## src/rtl/univ_shift_pkg.sv

```systemverilog
// univ_shift_pkg
// Shared definitions for the universal shift register:
//   - 3-bit operation codes driven onto the 'mode' port
//   - sat_inc(), the saturating increment used for the shift counter
package univ_shift_pkg;

  localparam int MODE_W = 3;

  localparam logic [MODE_W-1:0] MODE_HOLD = 3'd0;
  localparam logic [MODE_W-1:0] MODE_LOAD = 3'd1;
  localparam logic [MODE_W-1:0] MODE_SHL  = 3'd2;
  localparam logic [MODE_W-1:0] MODE_SHR  = 3'd3;
  localparam logic [MODE_W-1:0] MODE_ROL  = 3'd4;
  localparam logic [MODE_W-1:0] MODE_ROR  = 3'd5;
  localparam logic [MODE_W-1:0] MODE_ASR  = 3'd6;
  localparam logic [MODE_W-1:0] MODE_CLR  = 3'd7;

  // Counter increment that sticks at 'max' instead of wrapping.
  // Works on plain integers so callers of any counter width can use it.
  function automatic int unsigned sat_inc(input int unsigned cnt,
                                          input int unsigned max);
    return (cnt >= max) ? max : cnt + 1;
  endfunction

endpackage

```

## src/rtl/univ_shift_reg.sv

```systemverilog
// univ_shift_reg
// WIDTH-bit universal register: enable, synchronous clear, parallel load,
// logical shifts, rotates and arithmetic right shift. Tracks how many
// shift/rotate operations happened since the last load/clear (saturating
// at WIDTH) and a sticky flag for ones shifted out of the top by SHL.
//
// Ports:
//   clk       rising-edge clock
//   rst       synchronous reset, active-low
//   en        operation enable; all state holds when low
//   mode      operation select (codes in univ_shift_pkg)
//   d         parallel load data
//   sin_l     serial input entering bit 0 on SHL
//   sin_r     serial input entering bit WIDTH-1 on SHR
//   q         register contents
//   sout_l    q[WIDTH-1]
//   sout_r    q[0]
//   zero      high when q is all zeros
//   shift_cnt shift/rotate count since last LOAD/CLR, saturating at WIDTH
//   ovf       sticky: a 1 left bit WIDTH-1 during SHL
module univ_shift_reg
  import univ_shift_pkg::*;
#(
  parameter int                 WIDTH     = 8,
  parameter logic [WIDTH-1:0]   RESET_VAL = {WIDTH{1'b0}},
  localparam int                CNT_W     = $clog2(WIDTH + 1)
) (
  input  logic                clk,
  input  logic                rst,
  input  logic                en,
  input  logic [MODE_W-1:0]   mode,
  input  logic [WIDTH-1:0]    d,
  input  logic                sin_l,
  input  logic                sin_r,
  output logic [WIDTH-1:0]    q,
  output logic                sout_l,
  output logic                sout_r,
  output logic                zero,
  output logic [CNT_W-1:0]    shift_cnt,
  output logic                ovf
);

  localparam int unsigned MAX_CNT = WIDTH;

  logic [WIDTH-1:0] shl_val;
  logic [WIDTH-1:0] shr_val;
  logic [WIDTH-1:0] rol_val;
  logic [WIDTH-1:0] ror_val;
  logic [WIDTH-1:0] asr_val;
  logic [WIDTH-1:0] q_next;
  logic [CNT_W-1:0] cnt_next;
  logic [CNT_W-1:0] cnt_inc;
  logic             ovf_next;

  // A one-bit register has no "rest of q" to shift along, so the shifted
  // values are built separately to keep every slice non-empty. Rotates and
  // ASR of a single bit leave it unchanged.
  generate
    if (WIDTH == 1) begin : g_narrow
      assign shl_val = sin_l;
      assign shr_val = sin_r;
      assign rol_val = q;
      assign ror_val = q;
      assign asr_val = q;
    end else begin : g_wide
      assign shl_val = {q[WIDTH-2:0], sin_l};
      assign shr_val = {sin_r, q[WIDTH-1:1]};
      assign rol_val = {q[WIDTH-2:0], q[WIDTH-1]};
      assign ror_val = {q[0], q[WIDTH-1:1]};
      assign asr_val = {q[WIDTH-1], q[WIDTH-1:1]};
    end
  endgenerate

  assign cnt_inc = CNT_W'(sat_inc(32'(shift_cnt), MAX_CNT));

  // Next-state selection for an enabled cycle. Defaults hold everything,
  // so HOLD and any unlisted code fall through to "no change".
  always_comb begin
    q_next   = q;
    cnt_next = shift_cnt;
    ovf_next = ovf;
    case (mode)
      MODE_LOAD: begin
        q_next   = d;
        cnt_next = '0;
        ovf_next = 1'b0;
      end
      MODE_SHL: begin
        q_next   = shl_val;
        cnt_next = cnt_inc;
        ovf_next = ovf | q[WIDTH-1];
      end
      MODE_SHR: begin
        q_next   = shr_val;
        cnt_next = cnt_inc;
      end
      MODE_ROL: begin
        q_next   = rol_val;
        cnt_next = cnt_inc;
      end
      MODE_ROR: begin
        q_next   = ror_val;
        cnt_next = cnt_inc;
      end
      MODE_ASR: begin
        q_next   = asr_val;
        cnt_next = cnt_inc;
      end
      MODE_CLR: begin
        q_next   = RESET_VAL;
        cnt_next = '0;
        ovf_next = 1'b0;
      end
      default: begin
        q_next   = q;
        cnt_next = shift_cnt;
        ovf_next = ovf;
      end
    endcase
  end

  // State register. Reset wins over enable and mode; with en low nothing
  // moves regardless of the other inputs.
  always_ff @(posedge clk) begin
    if (!rst) begin
      q         <= RESET_VAL;
      shift_cnt <= '0;
      ovf       <= 1'b0;
    end else if (en) begin
      q         <= q_next;
      shift_cnt <= cnt_next;
      ovf       <= ovf_next;
    end
  end

  assign sout_l = q[WIDTH-1];
  assign sout_r = q[0];
  assign zero   = (q == '0);

endmodule

```

## config.mk

```make
export PLATFORM = sky130hd
export DESIGN_NAME = univ_shift_reg
export DESIGN_NICKNAME = d
export VERILOG_FILES = /design/src/rtl/univ_shift_pkg.sv /design/src/rtl/univ_shift_reg.sv
export SDC_FILE = /design/constraint.sdc
export NUM_CORES = 1
export LEC_CHECK = 0
export ABC_AREA = 1
export ABC_CLOCK_PERIOD_IN_PS = 3400
export CORE_UTILIZATION = 47
export CTS_BUF_LIST = sky130_fd_sc_hd__clkbuf_16
export CTS_CLUSTER_SIZE = 28
export DETAILED_ROUTE_END_ITERATION = 8
export PLACE_DENSITY = 0.81
export SYNTH_ARGS = -nofsm -noshare
export SYNTH_HDL_FRONTEND = slang
export SYNTH_SLANG_ARGS = --single-unit
```

## constraint.sdc

```tcl
create_clock -name clk -period 3.4 [get_ports clk]
set_clock_uncertainty 0.2 [all_clocks]
set_input_delay 0.51 -clock clk [delete_from_list [all_inputs] [get_ports clk]]
set_output_delay 0.51 -clock clk [all_outputs]
set_load 0.005 [all_outputs]
```

## After elaboration in Yosys (flattened, before gate mapping)

Index checks and enable logic that the tools add are counted.

- Add/subtract/negate cells: 1
- $lt $le $gt $ge: 1
- Eq/ne operators: 7
- Multiplexer cells: 4
- Bitwise operators: 2
- Reductions and logical operators: 11

Operators by type and width:

| kind | number |
|---|---|
| case mux 8 bit (7 select lines) | 1 |
| equality test 3 bit, second input constant | 4 |
| zero test 8 bit | 1 |
| case mux 4 bit (2 select lines) | 1 |
| nonzero test 7 bit | 1 |
| equality test 3 x 2 -> 1 bit, second input constant | 2 |
| AND reduction 2 bit | 3 |
| nonzero test 6 bit | 1 |
| OR reduction 5 bit | 1 |
| adder 4 x 1 -> 4 bit, second input constant | 1 |
| greater-or-equal comparator 4 bit, second input constant | 1 |
| two-way mux 4 bit | 1 |
| nonzero test 2 bit | 2 |
| equality test 3 x 1 -> 1 bit, second input constant | 1 |
| AND reduction 3 bit | 1 |
| case mux 1 bit (2 select lines) | 1 |
| OR reduction 2 bit | 1 |
| inverter 1 bit | 1 |
| OR 1 bit | 1 |

- Bits in registers: 13
- Input bits: 16
- Output and inout port bits: 16
- Word-level logic and storage cells: 30

## Logic depth before layout (Yosys ltp)

- Word-level depth: 4
- Mapped depth: 9
- Mapped depth without buffers: 7

## Worst setup path after synthesis

Ideal clock, no wire load.

- Kind: input to register
- Start point: input mode[1]
- End point: register shift_cnt[0]
- Setup time: 0.119 ns
- Data arrival time: 1.293 ns
- Data required time: 3.081 ns
- Path slack: 1.788 ns
- Cell stages on the path: 7
- Buffers on the path: 2
- Path through: buf_2 nor2_2 a21oi_4 inv_2 buf_6 o21ai_0 a21oi_1

- Longest elaborated chain between the ends: 4
- Elaborated cells between the ends (all ways): 12
- Classes of those cells: 7 x eq/ne; 1 x mux; 4 x reduce/logical

Ends and longest elaborated chain:

| item | RTL line | text |
|---|---|---|
| start: declaration | univ_shift_reg.sv:31 | `input logic [MODE_W-1:0] mode,` |
| equality test 3 bit (tied with other cells) | univ_shift_reg.sv:82 | `case (mode)` |
| OR reduction 5 bit (no source line) / OR reduction 2 bit (equally long branches) | n/a |  |
| nonzero test 2 bit (no source line) | n/a |  |
| AND reduction 2 bit (no source line) | n/a |  |
| end signal: assignment | univ_shift_reg.sv:131 | `shift_cnt <= cnt_next;` |
| end: declaration | univ_shift_reg.sv:39 | `output logic [CNT_W-1:0] shift_cnt,` |

Several ways; a longest one is shown, not always the timed one.
A chain may end at the register's enable or synchronous reset.

## Worst setup path after layout

- Start point: register q[2]
- End point: output zero

- Longest elaborated chain between the ends: 1

Ends and longest elaborated chain:

| item | RTL line | text |
|---|---|---|
| start: declaration | univ_shift_reg.sv:35 | `output logic [WIDTH-1:0] q,` |
| start signal: assignment | univ_shift_reg.sv:130 | `q <= q_next;` |
| zero test 8 bit | univ_shift_reg.sv:138 | `assign zero = (q == '0);` |
| end: declaration | univ_shift_reg.sv:38 | `output logic zero,` |

No other way between the ends.

==> reports/qor.yml <==
diodes: 0
grt_pass1_wl_um: 3910
cts_setup_buffers: 0
drv_cap: 0
area_growth_pct: 42.1
setup_viol_count_final: 0
min-delay-path-class: "reg2reg"
p_switching_mw: 0.130
grt.overflow.total: 0
synth_seq_cells: 13
syn-cell-area_um2: 901
relSlewSlack: 0.732
ys_warn_count: 0
path_buf_inv: 1
crit_family: "buffers and inverters"
path_cells: "nor3_1 > nand4_1 > nor2_1 > clkdlybuf4s50_1"
syn_avg_cell_area_um2: 5.93
drtPass1Iterations: 4
crit_path_start_kind: "register"
io_buffers: 31
arrival_ps: 1540
cts_hold_buf: 0
clock_sinks: 13
fill_cells: 165
drt_iter0_drc: 25
hold_viol: 0
p_per_area_nw_per_um2: 388
grt_max_degree: 17
critPathMaxFanout: 5
ant_nets: 0
clk_pin_slew_ps: 50
place_hpwl_um: 1690
grt.total_usage: 0.258
num_vias: 1092
io-pin-count: 32
pwr-share-comb: 0.209
swShare: 0.262
coreArea_um2: 1760
h-tree-depth: 1
antenna_found_initial: 0
multi_input_area_um2: 520
synth_seq_area_share: 0.289
root_buffer: "clkbuf_16"
required_ps: 2690
tns_ps: 0
critical-path-slowest-cell: "clkdlybuf4s50_1"
cts_tree: "yes"
syn_nets: 170
fin_crit_sh: 0.663
initial_core_util: 0.511
slew_violations: 0
synth_cell_types: 20
p_int_mw: 0.367
die-width_um: 45.8
rows: 15
cp-end-kind: "output pin"
worst_pin_slew_ps: 401
cts_resized: 0
wirelength_um: 2490
gp_congestion: 0.815
clockBufferDepth: 2
setup.worst_path.class: "reg2out"
synth_cells: 152
clkLatencyLatePin_ps: 250
die_area_um2: 2100
status: "complete, no violations"
grt_pass1_vias: 909
power.share.clock: 0.451
route.detailed.drc: 0
avgViaCountPerCell: 5.30
p_seq_frac: 0.340
peakVddDrop_v: 0.000304
fp.dieH_um: 45.8
numCtsBuffers: 3
wl_per_cell_um: 12.1
register_area_um2: 260
rsz0062_at_grt: "false"
drive_above_1_share: 0.0497
period_needed_ps: 2250
final_nets: 200
total_leakage_power_nw: 0.573
max_freq_mhz: 444
crit_path_max_incr_delay_ps: 510
totalPowerFinal_mw: 0.497
[cells by family after synthesis]
group | synth area share
xor gates and xnor gates | 0.00972
DFF | 0.289
and+or+nand+nor | 0.432
buffers and inverters | 0.133
adders and majority gates | 0.0278
AOI/OAI and AO/OA | 0.108
[layer usage]
metal / up-vias / share of wire / GRT usage
li1: 542 / - / -
met1: 491 / 0.42 / 0.296
met2: 52 / 0.51 / 0.457
met3: 7 / 0.057 / 0.0476
met4: 0 / 0.019 / 0.118
met5: - / 0 / 0
[Yosys cell counts]
cell | count | area, um2
a31oi_1 | 1 | 6.26
buf_2 | 3 | 15.0
nor2_2 | 1 | 6.26
nor3_1 | 1 | 5.00
buf_4 | 2 | 15.0
ha_1 | 2 | 25.0
buf_6 | 1 | 11.3
a21oi_1 | 12 | 60.1
nand3_1 | 20 | 100
nand4_1 | 6 | 37.5
nor2_1 | 24 | 90.1
nand2_1 | 40 | 150
inv_2 | 4 | 15.0
o21ai_0 | 2 | 10.0
a21oi_4 | 1 | 16.3
xor2_1 | 1 | 8.76
inv_1 | 16 | 60.1
dfxtp_1 | 13 | 260
clkinv_1 | 1 | 3.75
o21ai_1 | 1 | 5.00
[layout by cell type (no fill, tap or decap)]
master and instances:
ha_1 2, xor2_1 1, clkbuf_16 3, clkinv_1 1
a21oi_4 1, inv_2 4, nand3_1 20, a31oi_1 1
a21oi_1 12, nor2_1 24, nor2_2 1, clkdlybuf4s50_1 31
inv_1 17, nor3_1 1, o21ai_1 1, nand2_1 40
o21ai_0 2, dfxtp_1 13, nand4_1 6
[through the flow]
step	cells	setup slack (ps)	utilization	area, um2	hold WS [ps]
after floorplan	152	1790	-	901	261
after global placement	202	1150	0.681	1200	261
after detailed placement	202	1080	0.681	1200	273
after CTS	206	1190	0.726	1280	285
after global routing	206	1110	0.726	1280	313
final	206	1150	0.726	1280	277
[final cells by class]
type / instances / share of cell area
inverters: 21 / 0.0616
repair buffers: 31 / 0.242
multi-input cells: 112 / 0.407
flip-flops and latches: 13 / 0.203
clock inverters: 1 / 0.00293
well taps: 25 / 0.0244
clock buffers: 3 / 0.0587
[worst reg2reg max path, stage by stage, from the launching register on]
cell	delay, ps
dfxtp_1	380
inv_1	90
ha_1	280
nand4_1	100
a21oi_1	140
[path summary, 6_finish.rpt]
path | start | to | slack, ps | depth (start not counted)
setup / recovery | q[2] | zero | 1150 | 4
hold / removal | ovf | ovf | 280 | 2
setup reg to reg | shift_cnt[0] | shift_cnt[1] | 2130 | 4
hold reg to reg | ovf | ovf | 280 | 2
[state kept, by name (all words and copies together), names as in the netlist]
signal,flops
shift_cnt,4
q,8
ovf,1
[power groups by stage]
stage	Clock (mW)	Combinational, mW	Sequential (mW)
final	0.224	0.104	0.169
after global routing	0.235	0.115	0.170
after CTS	0.225	0.104	0.169
after floorplan	0	0.0556	0.170
after global placement	0	0.100	0.171
after detailed placement	0	0.102	0.172
Note: power is estimated with default switching activity, not from simulation.
